**config.mk**
```make
export PLATFORM = sky130hd
export DESIGN_NAME = shift_right_serializer
export DESIGN_NICKNAME = d
export VERILOG_FILES = /design/src/rtl/shift_right_serializer_pkg.sv /design/src/rtl/shift_right_stage.sv /design/src/rtl/shift_right_serializer.sv
export SDC_FILE = /design/constraint.sdc
export NUM_CORES = 1
export LEC_CHECK = 0
export ABC_CLOCK_PERIOD_IN_PS = 1900
export BUFFER_PORTS_ARGS = -buffer_cell sky130_fd_sc_hd__clkbuf_2
export CAP_MARGIN = 20
export CORE_AREA = 8 8 45 47
export CTS_BUF_LIST = sky130_fd_sc_hd__clkbuf_4 sky130_fd_sc_hd__clkbuf_8
export CTS_CLUSTER_SIZE = 25
export DETAILED_ROUTE_END_ITERATION = 10
export DIE_AREA = 0 0 53 55
export GPL_TIMING_DRIVEN = 0
export HOLD_SLACK_MARGIN = 0.03
export PLACE_DENSITY = 0.55
export SLEW_MARGIN = 40
export SYNTH_ARGS = -nofsm -noshare
export SYNTH_HDL_FRONTEND = slang
export SYNTH_SLANG_ARGS = --single-unit
export TNS_END_PERCENT = 10
```
**constraint.sdc**
```tcl
create_clock -name clk -period 1.9 [get_ports clk]
set_clock_uncertainty 0.2 [all_clocks]
set_input_delay 0.38 -clock clk [delete_from_list [all_inputs] [get_ports clk]]
set_output_delay 0.38 -clock clk [all_outputs]
set_load 0.05 [all_outputs]
```
**src/rtl/shift_right_serializer_pkg.sv**
```systemverilog
// rtl/shift_right_serializer_pkg.sv - shared state type and counter-width helper for serializers
package shift_right_serializer_pkg;

  typedef enum logic {
    IDLE  = 1'b0,
    SHIFT = 1'b1
  } ser_state_t;

  function automatic int cnt_width(input int width);
    return (width <= 2) ? 1 : $clog2(width);
  endfunction

endpackage

```
**src/rtl/shift_right_stage.sv**
```systemverilog
// rtl/shift_right_stage.sv - WIDTH-bit register with load / zero-fill right shift / hold
module shift_right_stage #(
  parameter int WIDTH = 3
) (
  input  logic             clk,
  input  logic             rst,
  input  logic             load,
  input  logic             shift,
  input  logic [WIDTH-1:0] d,
  output logic [WIDTH-1:0] q
);

  // Load has priority so a back-to-back word replaces the final shift.
  always_ff @(posedge clk or posedge rst) begin
    if (rst) begin
      q <= '0;
    end else if (load) begin
      q <= d;
    end else if (shift) begin
      q <= {1'b0, q[WIDTH-1:1]};
    end
  end

endmodule

```
**src/rtl/shift_right_serializer.sv**
```systemverilog
// rtl/shift_right_serializer.sv - parallel-load, LSB-first serializer with valid/ready load port
module shift_right_serializer
  import shift_right_serializer_pkg::*;
#(
  parameter int WIDTH = 3,
  parameter int CNT_W = cnt_width(WIDTH)
) (
  input  logic             clk,
  input  logic             rst,
  input  logic             load_valid,
  input  logic [WIDTH-1:0] load_data,
  output logic             load_ready,
  input  logic             shift_en,
  output logic             ser_out,
  output logic             ser_valid,
  output logic             ser_last,
  output logic [WIDTH-1:0] q
);

  localparam logic [CNT_W-1:0] LAST_IDX = CNT_W'(WIDTH - 1);

  ser_state_t       state, state_d;
  logic [CNT_W-1:0] cnt, cnt_d;
  logic             in_shift;
  logic             cnt_zero;
  logic             load_fire;
  logic             shift_fire;

  assign in_shift   = (state == SHIFT);
  assign cnt_zero   = (cnt == '0);
  assign ser_valid  = in_shift;
  assign ser_last   = in_shift & cnt_zero;
  assign ser_out    = q[0];
  assign load_ready = ~rst & (~in_shift | (ser_last & shift_en));
  assign load_fire  = load_valid & load_ready;
  assign shift_fire = in_shift & shift_en;

  // On the final bit without a new word, the shift clears the only remaining bit.
  shift_right_stage #(
    .WIDTH(WIDTH)
  ) u_stage (
    .clk  (clk),
    .rst  (rst),
    .load (load_fire),
    .shift(shift_fire),
    .d    (load_data),
    .q    (q)
  );

  always_ff @(posedge clk or posedge rst) begin
    if (rst) begin
      state <= IDLE;
      cnt   <= '0;
    end else begin
      state <= state_d;
      cnt   <= cnt_d;
    end
  end

  always_comb begin
    state_d = state;
    cnt_d   = cnt;
    if (load_fire) begin
      state_d = SHIFT;
      cnt_d   = LAST_IDX;
    end else if (shift_fire) begin
      if (cnt_zero) begin
        state_d = IDLE;
      end else begin
        cnt_d = cnt - CNT_W'(1);
      end
    end
  end

endmodule

```
==> metrics.cfg, run 1 <==
[routing]
detail_route.first_pass.iterations = 3
antenna_left = 0
detail_route.iter0.violations = 1
drc = 0
vias = 258
detail_route.wl_per_cell_um = 11.6
dr_vias_cell = 4.16
routed_wire_length_um = 718

[sta]
layout_min_cycle_time_ns = 1.82
slew_headroom = 0.774
transition_time_of_the_tightest_slew_check_pin_ns = 0.339
summed_negative_setup_slack_over_all_endpoints_ns = 0
setup-violations-final = 0
max_freq_mhz = 548
layout_worst_path_cycle_share = 0.960
slew_violations = 0
grt_setup_unrepaired = false
hold_viol_final = 0

[worst_setup_path]
setup.worst_path.end_class = output pin
regToRegStartpoint = cnt[0]
critical_path_required_ns = 1.32
criticalPathCategory = flop to output pin
startpoint_type_of_the_worst_setup_path = flop
worstPathMaxFanout = 3
ff2ff_setup_slack_ns = 0.15
r2r_cells = 5
timing.critical_path.arrival_ns = 1.24
critical_path.reg2reg.endpoint = u_stage.q[0]

[synth]
share_of_the_synthesized_netlist_area_taken_by_xor_and_xnor_gates = 0.0262
yosysTopAreaCellShare = 0.449
post_synthesis_compound_gate_area_fraction = 0.0824
syn_avg_cell_area_sq_um = 11.5
yosysSeqAreaShare = 0.449
netlist_instances = 29
synth-simple-area-share = 0.172
synth.mux.area_fraction = 0.165
synth.area.top_cells = dfrtp_1 (45%), mux2_1 (6.7%), mux2_2 (6.7%)
mappedNetlistArea_sq_um = 334
synth_top_cell_by_area = dfrtp_1
synth.net_count = 37
postSynthRegisterBits = 6
synthDistinctLibCells = 16
yosys_warnings = 0
synth-adder-area-share = 0.0375
main_combinational_cell_family_by_area_after_synthesis = simple AND/OR/NAND/NOR gates

[floorplanning]
rows = 14
initial_utilization = 0.241
fp.dieW_um = 53
fp.dieH_um = 55
fp.coreArea_sq_um = 1380
die_area_sq_um = 2920
io-pin-count = 14

[pwr]
leakage_power_uw = 0.000244
highest_ir_drop_seen_on_vdd_uv = 709
swShare = 0.495
pwr-share-seq = 0.252
switchingPower_uw = 453
p_clk_frac = 0.126
pwr_density_cell_nw_per_um2 = 1950
internal_power_uw = 461
comb_power_share = 0.622

[worst_hold_path]
timing.hold.worst.start = load_data[2]
hold_class = primary input to flop
min_to = u_stage.q[2]
holdPathStages = 3

[finish]
num-nets-final = 56
multi_input_area_sq_um = 166
ff_latch_area_sq_um = 150
post-route-cell-area_sq_um = 468
layout_cells_sized_above_1 = 0.500
fillCellCount = 154
synthToLayoutAreaGrowth_pct = 40.1
layout.cells.most_common = clkbuf_2
commonest_non_fill_non_tap_cells_in_the_layout = clkbuf_2 (11), dfrtp_1 (6), inv_1 (4), clkbuf_4 (4)
antennaDiodeCount = 0

[clock_network]
cts_buffers = 3
htreeDepth = 1
cts_post_setup_buffers_inserted = 0
clkTransAtPathRegs_ns = 0.04
clock-sinks = 6
clock_tree_buf_depth = 2
cts.root.buffer_cell = clkbuf_4
tritoncts_clock_tree = done
worst_skew_pair.late_latency_ns = 0.24

[grt]
grt_util_all_layers = 0.0576
first_global_vias = 275
wire_length_of_the_first_global_routing_pass_mm = 1.18
pin_count_of_the_biggest_net_entering_global_routing = 7
antenna_found_initial = 0
grt_overflow = 0

[placed_design]
buffer_ports.inserted = 13
hpwlAfterDp_um = 592
routabilityCongestion = 0.686
place_area_sq_um = 422

[flow_run]
maxCapViolations = 0

[run_status]
run_status = finished, final reports clean

==> power by group through the flow <==
stage / combinational [uW] / sequential (uW) / clock (uW)
after floorplan: 314 / 362 / 0
after global routing: 613 / 237 / 135
final: 568 / 230 / 116
after CTS: 573 / 232 / 125
after global placement: 550 / 231 / 0
after detailed placement: 555 / 234 / 0
==> worst max-delay path, cell delays in order (launching register included) <==
cell	delay (ns)
dfrtp_1	0.35
inv_1	0.09
ha_2	0.22
a21boi_4	0.07
nor2_2	0.09
clkbuf_8	0.18
==> flip-flops by register name (all words and copies together) (netlist names) <==
name and flops:
u_stage.q 3, ser_valid 1, cnt 2
==> worst max-delay path by stage <==
stage | end | slack (ns) | startpoint | cells after the start
2_1_floorplan | load_ready | 0.09 | ser_valid | 2
3_3_place_gp | u_stage.q[0] | 0.13 | cnt[0] | 5
3_5_place_dp | u_stage.q[0] | 0.11 | cnt[0] | 5
4_1_cts | load_ready | 0.02 | cnt[0] | 5
5_1_grt | load_ready | 0.001 | cnt[0] | 5
6_report | load_ready | 0.08 | cnt[0] | 5
==> metal layers <==
metal	routed length (um)	global-route usage
met1	339	0.0706
met2	279	0.0703
met3	98	0.0294
met4	0	0.0517
met5	0	0
==> cell type report <==
cell class / instances / area share
Buffer: 1 / 0.0160
Sequential cell: 6 / 0.321
Tap cell: 16 / 0.0428
Inverter: 4 / 0.0321
Multi-Input combinational cell: 18 / 0.356
Timing Repair Buffer: 14 / 0.184
Clock buffer: 3 / 0.0481
==> synthesized netlist by cell type <==
cell type	number
dfrtp_1	6
inv_1	4
nor2_1	3
mux2_1	2
mux2_2	2
nand2_1	2
a211o_1	1
a21boi_4	1
and2_1	1
buf_4	1
ha_1	1
mux2i_1	1
nand3b_1	1
nor3b_4	1
or2_1	1
xnor2_1	1
==> what timing repair did <==
| item | CTS | global route |
|---|---|---|
| pin swaps | 1 | 0 |
| resized for setup | 3 | 1 |
| hold endpoints to repair | 6 | 0 |
| setup endpoints to repair | 2 | 2 |
| hold buffers | 1 | 0 |
| gates cloned | 0 | 0 |
==> metrics by stage <==
stage | hold WS (ns) | total power (uW) | cells | setup WS [ns] | utilization
global route | 0.166 | 986 | 62 | 0.00107 | 0.338
floorplan | -0.0290 | 675 | 29 | 0.0923 | -
global placement | 0.150 | 781 | 58 | 0.132 | 0.305
CTS | 0.151 | 930 | 62 | 0.0189 | 0.336
finish | 0.160 | 914 | 62 | 0.0755 | 0.338
detailed placement | 0.159 | 790 | 58 | 0.114 | 0.305
==> kinds of logic (layout without fill, tap and decap cells) <==
kind of cell	count (synthesis)	after routing
compound gates	2	2
xor+xnor	1	1
fa+ha+maj	1	1
buf+inv	5	22
flops	6	6
mux	5	5
simple gates	9	9
(Power assumes the default switching activity.)
==> run 2: changes to the inputs <==
- ABC_AREA: unset -> 1
- PLACE_DENSITY: 0.55 -> 0.56
==> run 2 against run 1 <==
- maximum frequency is 0.66% lower
- flip-flop and latch count unchanged
- worst hold slack gained 0.0049 ns
- first-iteration DRC count increased to 4.0 times the previous value
- total power rose by 14%
- clock power up 4%
- final area rose by 16%
- worst setup slack got worse by 0.012 ns
- largest cell class unchanged
- global-route usage grew 1.5 points
- register-to-register slack better by 0.21 ns
- critical path depth stayed put
- cell count increased by 35%
==> metrics.cfg, run 2 <==
[placed_design]
routabilityCongestion = 0.717
post-place-cells = 74
buffer_ports.inserted = 13
hpwlAfterDp_um = 674
place_area_sq_um = 433

[routing]
detail_route.wl_per_cell_um = 11.0
detail_route.iter0.violations = 4
drc = 0
dr_vias_cell = 4.37
detail_route.first_pass.iterations = 4
routed_wire_length_um = 922
antenna_left = 0
vias = 367

[worst_setup_path]
timing.critical_path.arrival_ns = 1.26
setup.worst_path.end_class = output pin
regToRegStartpoint = cnt[0]
worstPathMaxFanout = 3
startpoint_type_of_the_worst_setup_path = flop
critical_path_required_ns = 1.32
ff2ff_setup_slack_ns = 0.36
critical_path.reg2reg.endpoint = u_stage.q[2]
criticalPathCategory = flop to output pin
r2r_cells = 9

[grt]
antenna_found_initial = 0
grt_overflow = 0
first_global_vias = 332
grt_util_all_layers = 0.0724
pin_count_of_the_biggest_net_entering_global_routing = 10
wire_length_of_the_first_global_routing_pass_mm = 1.46

[synth]
post_synth_top_cells = nand2_1 (17), inv_1 (7), dfrtp_1 (6), nand3_1 (5), nand4_1 (2)
synth-edff-count = 0
postSynthRegisterBits = 6
netlist_instances = 45
synth.net_count = 53
synth.area.top_cells = dfrtp_1 (44%), nand2_1 (19%), inv_1 (7.6%)
syn_avg_cell_area_sq_um = 7.65
synthArstFlopShare = 1.00
ys_dominant_reg_cell = dfrtp_1
synth_top_cell_by_area = dfrtp_1
synthDistinctLibCells = 13
mappedNetlistArea_sq_um = 344
synth.most_common_cell = nand2_1
yosysSeqAreaShare = 0.436
yosys_warnings = 0
yosysTopAreaCellShare = 0.436

[pwr]
leakage_power_uw = 0.000310
pwr_density_cell_nw_per_um2 = 1920
highest_ir_drop_seen_on_vdd_uv = 651

[sta]
max_freq_mhz = 545
slew_violations = 0
layout_min_cycle_time_ns = 1.84
setup-violations-final = 0
summed_negative_setup_slack_over_all_endpoints_ns = 0
slew_headroom = 0.757
transition_time_of_the_tightest_slew_check_pin_ns = 0.364
layout_worst_path_cycle_share = 0.967
hold_viol_final = 0

[clock_network]
htreeDepth = 1
cts_buffers = 3
clock_tree_buf_depth = 2
cts.root.buffer_cell = clkbuf_4
clkTransAtPathRegs_ns = 0.05
tritoncts_clock_tree = done
clock-sinks = 6
worst_skew_pair.late_latency_ns = 0.25

[worst_hold_path]
min_to = u_stage.q[2]
timing.hold.worst.start = load_data[2]
holdPathStages = 3
hold_class = primary input to flop

[flow_run]
maxCapViolations = 0

[floorplanning]
fp.coreArea_sq_um = 1380
rows = 14
io-pin-count = 14
die_area_sq_um = 2920
fp.dieW_um = 53
initial_utilization = 0.249
fp.dieH_um = 55

[finish]
layout.cells.most_common = nand2_1
commonest_non_fill_non_tap_cells_in_the_layout = nand2_1 (16), clkbuf_2 (12), buf_4 (7), dfrtp_1 (6)
top_reg_by_flops = u_stage.q
fillCellCount = 152
layoutNonFillerInstCount = 84
post-route-cell-area_sq_um = 543
num-nets-final = 78
largest_reg_flops = 3
layout_cells_sized_above_1 = 0.456
antennaDiodeCount = 0
synthToLayoutAreaGrowth_pct = 57.8

[run_status]
run_status = finished, final reports clean

run 2: metrics by stage:
| step | setup slack (ns) | utilization | total power (uW) | hold slack (ns) |
|---|---|---|---|---|
| after global placement | 0.144 | 0.313 | 770 | 0.167 |
| after detailed placement | 0.136 | 0.313 | 783 | 0.167 |
| after floorplan | 0.132 | - | 660 | 0.0177 |
| after global routing | -0.00970 | 0.392 | 1120 | 0.174 |
| final | 0.0635 | 0.392 | 1040 | 0.165 |
| after CTS | 0.0125 | 0.363 | 970 | 0.164 |
run 2: cell type report:
cell class | instances | area (sq um) | share of cell area
buffer | 1 | 7.51 | 0.0138
clock buffer | 3 | 22.5 | 0.0415
inverter | 8 | 30.0 | 0.0553
multi-input combinational | 30 | 183 | 0.336
sequential | 6 | 150 | 0.276
tap | 16 | 20.0 | 0.0369
timing repair buffer | 20 | 130 | 0.240
run 2: what timing repair did:
item | 4_1_cts | 5_1_grt
setup endpoints to repair | 1 | 1
pin swaps | 2 | 2
buffers inserted | 2 | 4
hold buffers | 1 | 0
gates resized for setup | 6 | 3
endpoints found under the hold margin | 6 | 0
run 2: worst max path at each step:
stage	from	endpoint	slack, ns
after floorplan	cnt[0]	load_ready	0.13
after global placement	cnt[0]	load_ready	0.14
after detailed placement	cnt[0]	load_ready	0.14
after CTS	cnt[0]	load_ready	0.01
after global routing	cnt[0]	load_ready	-0.01
final	cnt[0]	load_ready	0.06
run 2: metal layers:
metal  vias up  part of all wire  global-route usage  wire [um]
li1        188                 -                   -          -
met1       167              0.44              0.0813        410
met2        10              0.47               0.104        436
met3         2             0.070              0.0374         65
met4         0             0.011              0.0517         10
met5         -                 0                   0          0
run 2: where the power goes:
part / internal [uW] / switching [uW] / leakage [uW]
sequential: 190 / 57.5 / 0.0000725
combinational: 242 / 434 / 0.000224
clock: 71.7 / 49.4 / 0.0000138
total: 504 / 541 / 0.000310
run 2: logic make-up (layout without fill, tap and decap cells):
logic type | Yosys count | in the layout | synth area share
AND/OR/NAND/NOR | 27 | 27 | 0.382
buffers and inverters | 9 | 32 | 0.109
flip-flops | 6 | 6 | 0.436
AO/OA/AOI/OAI | 2 | 2 | 0.0364
adder cells (fa/ha/maj) | 1 | 1 | 0.0364
run 2: critical path, stage by stage (launching register included):
cell	delay [ns]
dfrtp_1	0.39
inv_2	0.09
ha_4	0.15
nand2_2	0.07
a21oi_4	0.14
buf_8	0.16
